**src/rtl/p_hardisc.sv**
```systemverilog
// Shared Hardisc package: ACM sequencing states, scrubber status bundle
// and CSR addresses.
package p_hardisc;

   typedef enum logic [1:0] {
      ACM_IDLE    = 2'b00,
      ACM_CHECK   = 2'b01,
      ACM_CORRECT = 2'b10
   } acm_state_t;

   localparam logic [11:0] CSR_MSCRUB = 12'h7C1;

   typedef struct packed {
      logic [15:0] ce_cnt;
      logic [31:0] uce_addr;
   } scrub_stat_t;

   function automatic logic [15:0] sat_inc16(logic [15:0] v);
      return (v == 16'hFFFF) ? v : v + 16'd1;
   endfunction

endpackage

```
**src/rtl/scrub_timer.sv**
```systemverilog
// Interval counter for the memory scrubber: counts idle cycles and
// flags when the programmed period has elapsed.
module scrub_timer
   import p_hardisc::*;
#(
   parameter int PERIOD_W = 16
) (
   input  logic                s_clk_i,
   input  logic                s_resetn_i,
   input  logic                cnt_en_i,
   input  logic                cnt_clr_i,
   input  logic [PERIOD_W-1:0] period_i,
   output logic                expired_o
);

   logic [PERIOD_W-1:0] cnt_q;

   always_ff @(posedge s_clk_i or negedge s_resetn_i) begin
      if (!s_resetn_i) begin
         cnt_q <= '0;
      end else if (cnt_clr_i) begin
         cnt_q <= '0;
      end else if (cnt_en_i && (cnt_q != '1)) begin
         cnt_q <= cnt_q + 1'b1;
      end
   end

   assign expired_o = (cnt_q >= period_i);

endmodule

```
**src/rtl/mem_scrubber.sv**
```systemverilog
// Background data-memory scrubber: reads each word of a range and writes
// back corrected data, reporting uncorrectable errors.
module mem_scrubber
   import p_hardisc::*;
#(
   parameter logic [31:0] ADDR_BASE = 32'h80000000,
   parameter int          WORDS     = 1024,
   parameter int          PERIOD_W  = 16
) (
   input  logic                s_clk_i,
   input  logic                s_resetn_i,
   input  logic                s_enable_i,
   input  logic [PERIOD_W-1:0] s_period_i,
   input  logic                s_clr_i,
   input  logic                s_core_wr_i,
   input  logic [31:0]         s_core_addr_i,
   output logic                m_req_o,
   output logic                m_we_o,
   output logic [31:0]         m_addr_o,
   output logic [31:0]         m_wdata_o,
   input  logic                m_gnt_i,
   input  logic                m_rvalid_i,
   input  logic [31:0]         m_rdata_i,
   input  logic                m_ce_i,
   input  logic                m_uce_i,
   output logic [15:0]         s_ce_cnt_o,
   output logic                s_uce_o,
   output logic [31:0]         s_uce_addr_o,
   output logic                s_pass_done_o
);

   localparam logic [31:0] LAST_ADDR = ADDR_BASE + 32'((WORDS - 1) * 4);

   acm_state_t  state_q, state_d;
   logic [31:0] addr_q, addr_d;
   logic [31:0] wdata_q, wdata_d;
   scrub_stat_t stat_q, stat_d;
   logic        pend_q, pend_d;
   logic        req_q, req_d;
   logic        we_q, we_d;
   logic        uce_q, uce_d;
   logic        pass_q, pass_d;

   logic        expired;
   logic        tmr_en;
   logic        tmr_clr;
   logic        snoop_hit;
   logic        advance;
   logic        wrap;
   logic        unused_addr_lsb;

   assign unused_addr_lsb = ^s_core_addr_i[1:0];

   assign snoop_hit = s_core_wr_i && (s_core_addr_i[31:2] == addr_q[31:2]);
   assign wrap      = (addr_q == LAST_ADDR);

   scrub_timer #(
      .PERIOD_W (PERIOD_W)
   ) u_timer (
      .s_clk_i    (s_clk_i),
      .s_resetn_i (s_resetn_i),
      .cnt_en_i   (tmr_en),
      .cnt_clr_i  (tmr_clr),
      .period_i   (s_period_i),
      .expired_o  (expired)
   );

   always_comb begin
      state_d = state_q;
      addr_d  = addr_q;
      wdata_d = wdata_q;
      stat_d  = stat_q;
      pend_d  = pend_q;
      req_d   = req_q;
      we_d    = we_q;
      uce_d   = 1'b0;
      pass_d  = 1'b0;
      advance = 1'b0;
      tmr_en  = 1'b0;
      tmr_clr = 1'b0;

      unique case (state_q)
         ACM_IDLE: begin
            tmr_en  = s_enable_i;
            tmr_clr = !s_enable_i;
            if (s_enable_i && expired) begin
               tmr_clr = 1'b1;
               state_d = ACM_CHECK;
               req_d   = 1'b1;
               we_d    = 1'b0;
            end
         end
         ACM_CHECK: begin
            if (!pend_q) begin
               if (m_gnt_i) begin
                  pend_d = 1'b1;
                  req_d  = 1'b0;
               end
            end else if (m_rvalid_i) begin
               pend_d = 1'b0;
               if (m_uce_i) begin
                  uce_d           = 1'b1;
                  stat_d.uce_addr = addr_q;
                  advance         = 1'b1;
                  state_d         = ACM_IDLE;
               end else if (m_ce_i && !snoop_hit) begin
                  wdata_d = m_rdata_i;
                  state_d = ACM_CORRECT;
                  req_d   = 1'b1;
                  we_d    = 1'b1;
               end else begin
                  advance = 1'b1;
                  state_d = ACM_IDLE;
               end
            end
         end
         ACM_CORRECT: begin
            // Grant wins over a same-cycle snoop: the core write lands after.
            if (m_gnt_i) begin
               stat_d.ce_cnt = sat_inc16(stat_q.ce_cnt);
               advance       = 1'b1;
               state_d       = ACM_IDLE;
               req_d         = 1'b0;
               we_d          = 1'b0;
            end else if (snoop_hit) begin
               advance = 1'b1;
               state_d = ACM_IDLE;
               req_d   = 1'b0;
               we_d    = 1'b0;
            end
         end
         default: begin
            state_d = ACM_IDLE;
            req_d   = 1'b0;
            we_d    = 1'b0;
            pend_d  = 1'b0;
         end
      endcase

      if (advance) begin
         addr_d = wrap ? ADDR_BASE : addr_q + 32'd4;
         pass_d = wrap;
      end

      if (s_clr_i) begin
         stat_d.ce_cnt = '0;
      end
   end

   always_ff @(posedge s_clk_i or negedge s_resetn_i) begin
      if (!s_resetn_i) begin
         state_q <= ACM_IDLE;
         addr_q  <= ADDR_BASE;
         wdata_q <= '0;
         stat_q  <= '0;
         pend_q  <= 1'b0;
         req_q   <= 1'b0;
         we_q    <= 1'b0;
         uce_q   <= 1'b0;
         pass_q  <= 1'b0;
      end else begin
         state_q <= state_d;
         addr_q  <= addr_d;
         wdata_q <= wdata_d;
         stat_q  <= stat_d;
         pend_q  <= pend_d;
         req_q   <= req_d;
         we_q    <= we_d;
         uce_q   <= uce_d;
         pass_q  <= pass_d;
      end
   end

   assign m_req_o       = req_q;
   assign m_we_o        = we_q;
   assign m_addr_o      = addr_q;
   assign m_wdata_o     = wdata_q;
   assign s_ce_cnt_o    = stat_q.ce_cnt;
   assign s_uce_o       = uce_q;
   assign s_uce_addr_o  = stat_q.uce_addr;
   assign s_pass_done_o = pass_q;

endmodule
```
**config.mk**
```make
export PLATFORM = sky130hd
export DESIGN_NAME = mem_scrubber
export DESIGN_NICKNAME = d
export VERILOG_FILES = /design/src/rtl/p_hardisc.sv /design/src/rtl/scrub_timer.sv /design/src/rtl/mem_scrubber.sv
export SDC_FILE = /design/constraint.sdc
export NUM_CORES = 1
export LEC_CHECK = 0
export ABC_AREA = 1
export CAP_MARGIN = 5
export CORE_UTILIZATION = 25
export DETAILED_ROUTE_END_ITERATION = 8
export GPL_ROUTABILITY_DRIVEN = 0
export HOLD_SLACK_MARGIN = 0.12
export PLACE_DENSITY_LB_ADDON = 0.2
export SKIP_CTS_REPAIR_TIMING = 1
export SLEW_MARGIN = 40
export SYNTH_ARGS = -nofsm -noshare
export SYNTH_HDL_FRONTEND = slang
export SYNTH_SLANG_ARGS = --single-unit
```
**constraint.sdc**
```tcl
create_clock -name s_clk_i -period 2.6 [get_ports s_clk_i]
set_input_delay 0.52 -clock s_clk_i [delete_from_list [all_inputs] [get_ports s_clk_i]]
set_output_delay 0.52 -clock s_clk_i [all_outputs]
set_load 0.01 [all_outputs]
```
==> results of run 1 <==
==> worst reg2reg max path, delay by kind of cell (launching register included) <==
family / cells / cell delay (ns)
buffers and inverters: 1 / 0.06
and+or+nand+nor: 8 / 1.20
DFF: 1 / 0.50
adders and majority gates: 1 / 0.32
AOI/OAI and AO/OA: 1 / 0.06
==> cell families (layout without fill, tap and decap cells) <==
logic type	count (synthesis)	in the layout	synth area share, %
other cells	1	4	0.0480
flops	131	131	42.0
simple gates	546	546	30.3
compound gates	108	108	7.48
mux	2	2	0.288
fa+ha+maj	23	23	3.68
buf+inv	213	435	11.3
xor+xnor	44	44	4.93
==> Yosys cell counts <==
master / instances
a21boi_1: 1
a21oi_1: 39
a22oi_2: 1
a31oi_1: 1
and2_1: 1
and3_1: 1
buf_1: 1
buf_2: 10
buf_4: 11
buf_6: 4
clkbuf_1: 10
clkbuf_2: 1
clkinv_1: 1
conb_1: 1
dfrtp_1: 130
dfstp_2: 1
ha_1: 23
inv_1: 171
inv_2: 4
mux2_2: 2
nand2_1: 302
nand2_2: 4
nand2_4: 2
nand3_1: 56
nand3_4: 1
nand3b_1: 12
nand4_1: 17
nand4_2: 1
nor2_1: 100
nor2_2: 7
nor3_1: 25
nor3_2: 3
nor3b_1: 3
nor4_1: 9
o21a_1: 1
o21ai_0: 46
o21ai_1: 7
o21bai_1: 2
o31ai_1: 10
or2_2: 2
xnor2_1: 11
xor2_1: 33
==> stage by stage <==
| stage | cells | setup WS [ns] | power (mW) |
|---|---|---|---|
| finish | 1689 | 0.347 | 8.13 |
| CTS | 1688 | 0.327 | 8.29 |
| global route | 1689 | 0.0690 | 8.70 |
| floorplan | 1071 | 0.591 | 4.14 |
| detailed placement | 1656 | -0.0298 | 5.73 |
| global placement | 1656 | -0.0245 | 5.71 |
==> worst paths after layout <==
| check | slack, ns | depth (start not counted) | startpoint | to |
|---|---|---|---|---|
| max | 0.35 | 11 | m_addr_o[3] | m_addr_o[22] |
| min in group asynchronous | 0.64 | 2 | s_resetn_i | m_addr_o[7] |
| min | 0.49 | 2 | m_wdata_o[18] | m_wdata_o[18] |
| max reg2reg | 0.35 | 11 | m_addr_o[3] | m_addr_o[22] |
| min reg2reg | 0.49 | 2 | m_wdata_o[18] | m_wdata_o[18] |
| max in group asynchronous | 1.28 | 3 | s_resetn_i | s_uce_addr_o[10] |
==> state kept, by name, summed over array words and instances, names as in the netlist <==
signal and count:
m_we_o 1, u_timer.cnt_q 16, s_ce_cnt_o 16, state_q 2, pend_q 1, s_pass_done_o 1, m_wdata_o 32, m_req_o 1
s_uce_o 1, s_uce_addr_o 30, m_addr_o 30
==> per-layer routing <==
layer	track usage (%)	share of wire, %
met5	0	0
met2	26.8	49
met1	21.7	45
met3	2.65	3.9
met4	5.33	2.1
==> final cells by class <==
class | count | area, um2
clock buffer | 18 | 429
clock inverter | 14 | 168
fill | 3258 | 19700
inverter | 176 | 661
multi-input combinational | 727 | 3670
sequential | 131 | 3280
tap | 396 | 495
timing repair buffer | 227 | 2270
==> report_power, final <==
| group | leakage, nW | switching (mW) | internal, mW |
|---|---|---|---|
| logic | 3.21 | 1.42 | 1.38 |
| clock network | 0.280 | 1.04 | 1.45 |
| registers | 1.73 | 0.312 | 2.53 |
==> results.cfg, run 1 <==
[synth]
synth_cell_type_count = 42
synth_seq_cells = 131
synth_top_area_share_pct = 41.6
synth_cells = 1068
syn_avg_cell_area_um2 = 7.32
synth.area.top_cells = dfrtp_1, nand2_1, inv_1
yosys.area.top_type = dfrtp_1
yosysWarnings = 0
synth-seq-area-share_pct = 42.0
synth_area_um2 = 7810

[sta]
relSlewSlack_pct = 59.4
tightest_slew_ns = 0.609
fin_crit_ns = 2.25
holdWs_ns = 0.487
hold_viol = 0
max_freq_mhz = 444
setup_viol = 0
rsz0062_at_grt = false
fin_crit_sh_pct = 86.7
fin_tns_setup_ns = 0
fin_skew_ns = 0.0148
finalMaxSlewViolations = 0

[drt]
vias = 7341
avgViaCountPerCell = 4.35
wl_um = 25400
ant_nets = 0
drt-pass1-iter-count = 4
drt-initial-drc-count = 420
wl_per_cell_um = 15.1
drc = 0

[clocking]
clk_pin_slew_ns = 0.07
cts_root_buf = clkbuf_16
cts_tree = built
cts_sinks = 131
clk_latency_ns = 0.42
cts_made_buffers = 17
clock_path_buffers = 2
h-tree-depth = 4

[critical_path]
crit_path_end_kind = register
crit_path_frequent_cell = nand2_1
crit_path_max_incr_delay_ns = 0.50
critPathLaunchType = register
path_max_fanout = 7
cp_slowest_cell = dfrtp_1
worstPathCellList = ha_1 > inv_1 > nor2_1 > nand2_1 > nor2_2 > nand2_1 > nor2_1 > nand2_1 > o21ai_0 > nand3b_1 > nand2_1
cp_top_family = simple AND/OR/NAND/NOR gates
cp.arrival_ns = 2.55
cp.required_ns = 2.90
criticalPathCategory = reg2reg
crit_buf_inv = 1

[global_route]
grt_max_degree = 57
grt_pass1_vias = 7049
antenna_found_initial = 0
grt_pass1_wl_um = 39800
overflow = 0
grtUsageTotal_pct = 16.3

[final_layout]
drive_gt1_share_pct = 6.96
final_util_pct = 35.8
fin_nets = 1392
fin_area_um2 = 11000
layout_common_cells = nand2_1, clkdlybuf4s50_1, inv_1, dfrtp_1, nor2_1
area_delta_synth_final_pct = 40.4
final_common_cell = nand2_1
antenna_cells = 0

[hold_path]
hold_class = reg2reg

[outcome]
status = finished clean

[floorplanning]
die-area_um2 = 32000
core_um2 = 30700
start_util_pct = 25.5
ios = 205
die_y_um = 179
fp.dieW_um = 179
num_rows = 64

[power]
vdd_drop_max_mv = 0.397
p_per_area_nw_per_um2 = 741
leakage_nw = 5.21

[placement]
io_buffers = 198
place_area_um2 = 10400
hpwl_um = 19700

[run]
cap_violations = 0
No activity file was read; power rests on OpenSTA's default activity.
==> run 2: changes to the inputs <==
--- a/config.mk
+++ b/config.mk
@@ -7,6 +7,8 @@
 export LEC_CHECK = 0
 export ABC_AREA = 1
 export CAP_MARGIN = 5
+export CELL_PAD_IN_SITES_DETAIL_PLACEMENT = 1
+export CELL_PAD_IN_SITES_GLOBAL_PLACEMENT = 2
 export CORE_UTILIZATION = 25
 export DETAILED_ROUTE_END_ITERATION = 8
 export GPL_ROUTABILITY_DRIVEN = 0
==> run 2 against run 1 <==
  * Sequential share of layout area decreased by 0.30 points
  * Total power increased by 2.4%
  * Routed wire length increased by 10%
  * Clock power increased by 6%
  * Via count increased by 2.1%
  * Sequential power about the same
  * Critical path depth unchanged
  * First-iteration DRC count decreased by 42%
  * Design area increased by 1.0%
  * Final cell count increased by 0.77%
  * Fmax increased by 1.9%
  * Hold slack got worse by 0.0053 ns
  * Highest routed layer unchanged
==> results.cfg, run 2 (synthesis results as in run 1) <==
[floorplanning]
start_util_pct = 25.5
ios = 205
die-area_um2 = 32000
die_y_um = 179
core_um2 = 30700
num_rows = 64
fp.dieW_um = 179

[drt]
drt-initial-drc-count = 245
drc = 0
drt-pass1-iter-count = 4
vias = 7497
avgViaCountPerCell = 4.40
wl_um = 28100
wl_per_cell_um = 16.5
ant_nets = 0

[power]
vdd_drop_max_mv = 0.466
p_int_mw = 5.55
p_switching_mw = 2.77
swShare_pct = 33.3
pwr-share-clk_pct = 31.6
p_per_area_nw_per_um2 = 751
seqPwrFrac_pct = 34.2
leakage_nw = 5.29
p_comb_share_pct = 34.2

[sta]
fin_crit_sh_pct = 85.0
timing.final.ws_setup_ns = 0.389
fin_crit_ns = 2.21
hold_viol = 0
finalMaxSlewViolations = 0
max_freq_mhz = 452
fin_tns_setup_ns = 0
rsz0062_at_grt = false
setup_viol = 0
fin_skew_ns = 0.0132
tightest_slew_ns = 0.587
relSlewSlack_pct = 60.9

[critical_path]
crit_path_max_incr_delay_ns = 0.52
worstPathCellList = ha_1 > inv_1 > nor2_1 > nand2_1 > nor2_2 > nand2_1 > nor2_1 > nand2_1 > o21ai_0 > nand3b_1 > nand2_1
criticalPathCategory = reg2reg
crit_path_end_kind = register
r2r-start = m_addr_o[3]
r2r-end = m_addr_o[22]
crit_path_frequent_cell = nand2_1
path_max_fanout = 7
ff2ff_path_depth = 11
critPathLaunchType = register
cp_slowest_cell = dfrtp_1
cp.arrival_ns = 2.54
ff2ff_setup_slack_ns = 0.39
cp.required_ns = 2.93

[clocking]
clk_pin_slew_ns = 0.07
h-tree-depth = 4
cts_root_buf = clkbuf_16
cts_made_buffers = 17
clk_latency_ns = 0.44
cts_sinks = 131
cts_tree = built
clock_path_buffers = 2

[placement]
hpwl_um = 21900
pre_cts_ws_ns = -0.0647
io_buffers = 198
dp_cells = 1668

[hold_path]
min_from = m_wdata_o[29]
hold_class = reg2reg
whs_path_depth = 2
holdPathEnd = m_wdata_o[29]

[final_layout]
layout_common_cells = nand2_1, clkdlybuf4s50_1, inv_1, dfrtp_1, nor2_1
fin_nets = 1404
largest_reg_flops = 32
final_common_cell = nand2_1
fin_cells = 1702
drive_gt1_share_pct = 7.66
fill_cells = 3696
final-seq-area_um2 = 3280
area_delta_synth_final_pct = 41.8
multi_input_area_um2 = 3670

[global_route]
overflow = 0
antenna_found_initial = 1
grt_max_degree = 55
grtUsageTotal_pct = 18.0
grt_pass1_vias = 7427
grt_pass1_wl_um = 42800

[outcome]
status = finished clean

[run]
cap_violations = 0
run 2: critical path, delay by kind of cell (launching register included):
kind	cells	cell delay (ns)
flip-flops	1	0.52
AND/OR/NAND/NOR	8	1.17
AO/OA/AOI/OAI	1	0.06
adder cells (fa/ha/maj)	1	0.31
buffers and inverters	1	0.06
run 2: layer usage:
metal	up-vias	GRT usage, %	routed length (um)
met5	-	0	0
met4	0	5.26	322
met3	16	2.57	793
met2	110	31.5	14400
met1	3600	22.7	12600
li1	3771	-	-
run 2: worst max path at each step:
stage	slack, ns	depth (start not counted)	to	startpoint
3_5_place_dp	-0.06	15	u_timer.cnt_q[13]	s_period_i[7]
5_1_grt	0.16	11	u_timer.cnt_q[0]	u_timer.cnt_q[1]
2_1_floorplan	0.59	13	u_timer.cnt_q[10]	s_period_i[7]
3_3_place_gp	-0.04	17	m_addr_o[28]	s_core_addr_i[9]
6_report	0.39	11	m_addr_o[22]	m_addr_o[3]
4_1_cts	0.34	11	u_timer.cnt_q[13]	u_timer.cnt_q[1]
run 2: power by group through the flow:
stage / Clock, mW / Combinational, mW / Sequential, mW
floorplan: 0 / 1.08 / 3.07
global placement: 0 / 2.86 / 2.88
detailed placement: 0 / 2.90 / 2.89
CTS: 2.73 / 2.91 / 2.86
global route: 2.78 / 3.16 / 2.92
finish: 2.63 / 2.85 / 2.85
run 2: layout make-up:
| cell class | count | area share [%] |
|---|---|---|
| well taps | 396 | 4.47 |
| inverters | 176 | 5.96 |
| diodes | 1 | 0.0226 |
| flip-flops and latches | 131 | 29.6 |
| multi-input cells | 727 | 33.1 |
| repair buffers | 239 | 21.1 |
| clock buffers | 21 | 4.06 |
| clock inverters | 11 | 1.59 |
run 2: metrics by stage:
| stage | total power [mW] | hold WS [ns] | utilization (%) | instance area [um2] |
|---|---|---|---|---|
| after floorplan | 4.14 | 0.224 | - | 7830 |
| after global placement | 5.74 | 0.466 | 34.0 | 10400 |
| after detailed placement | 5.79 | 0.474 | 34.0 | 10400 |
| after CTS | 8.50 | 0.0766 | 36.1 | 11100 |
| after global routing | 8.86 | 0.515 | 36.1 | 11100 |
| final | 8.32 | 0.481 | 36.1 | 11100 |
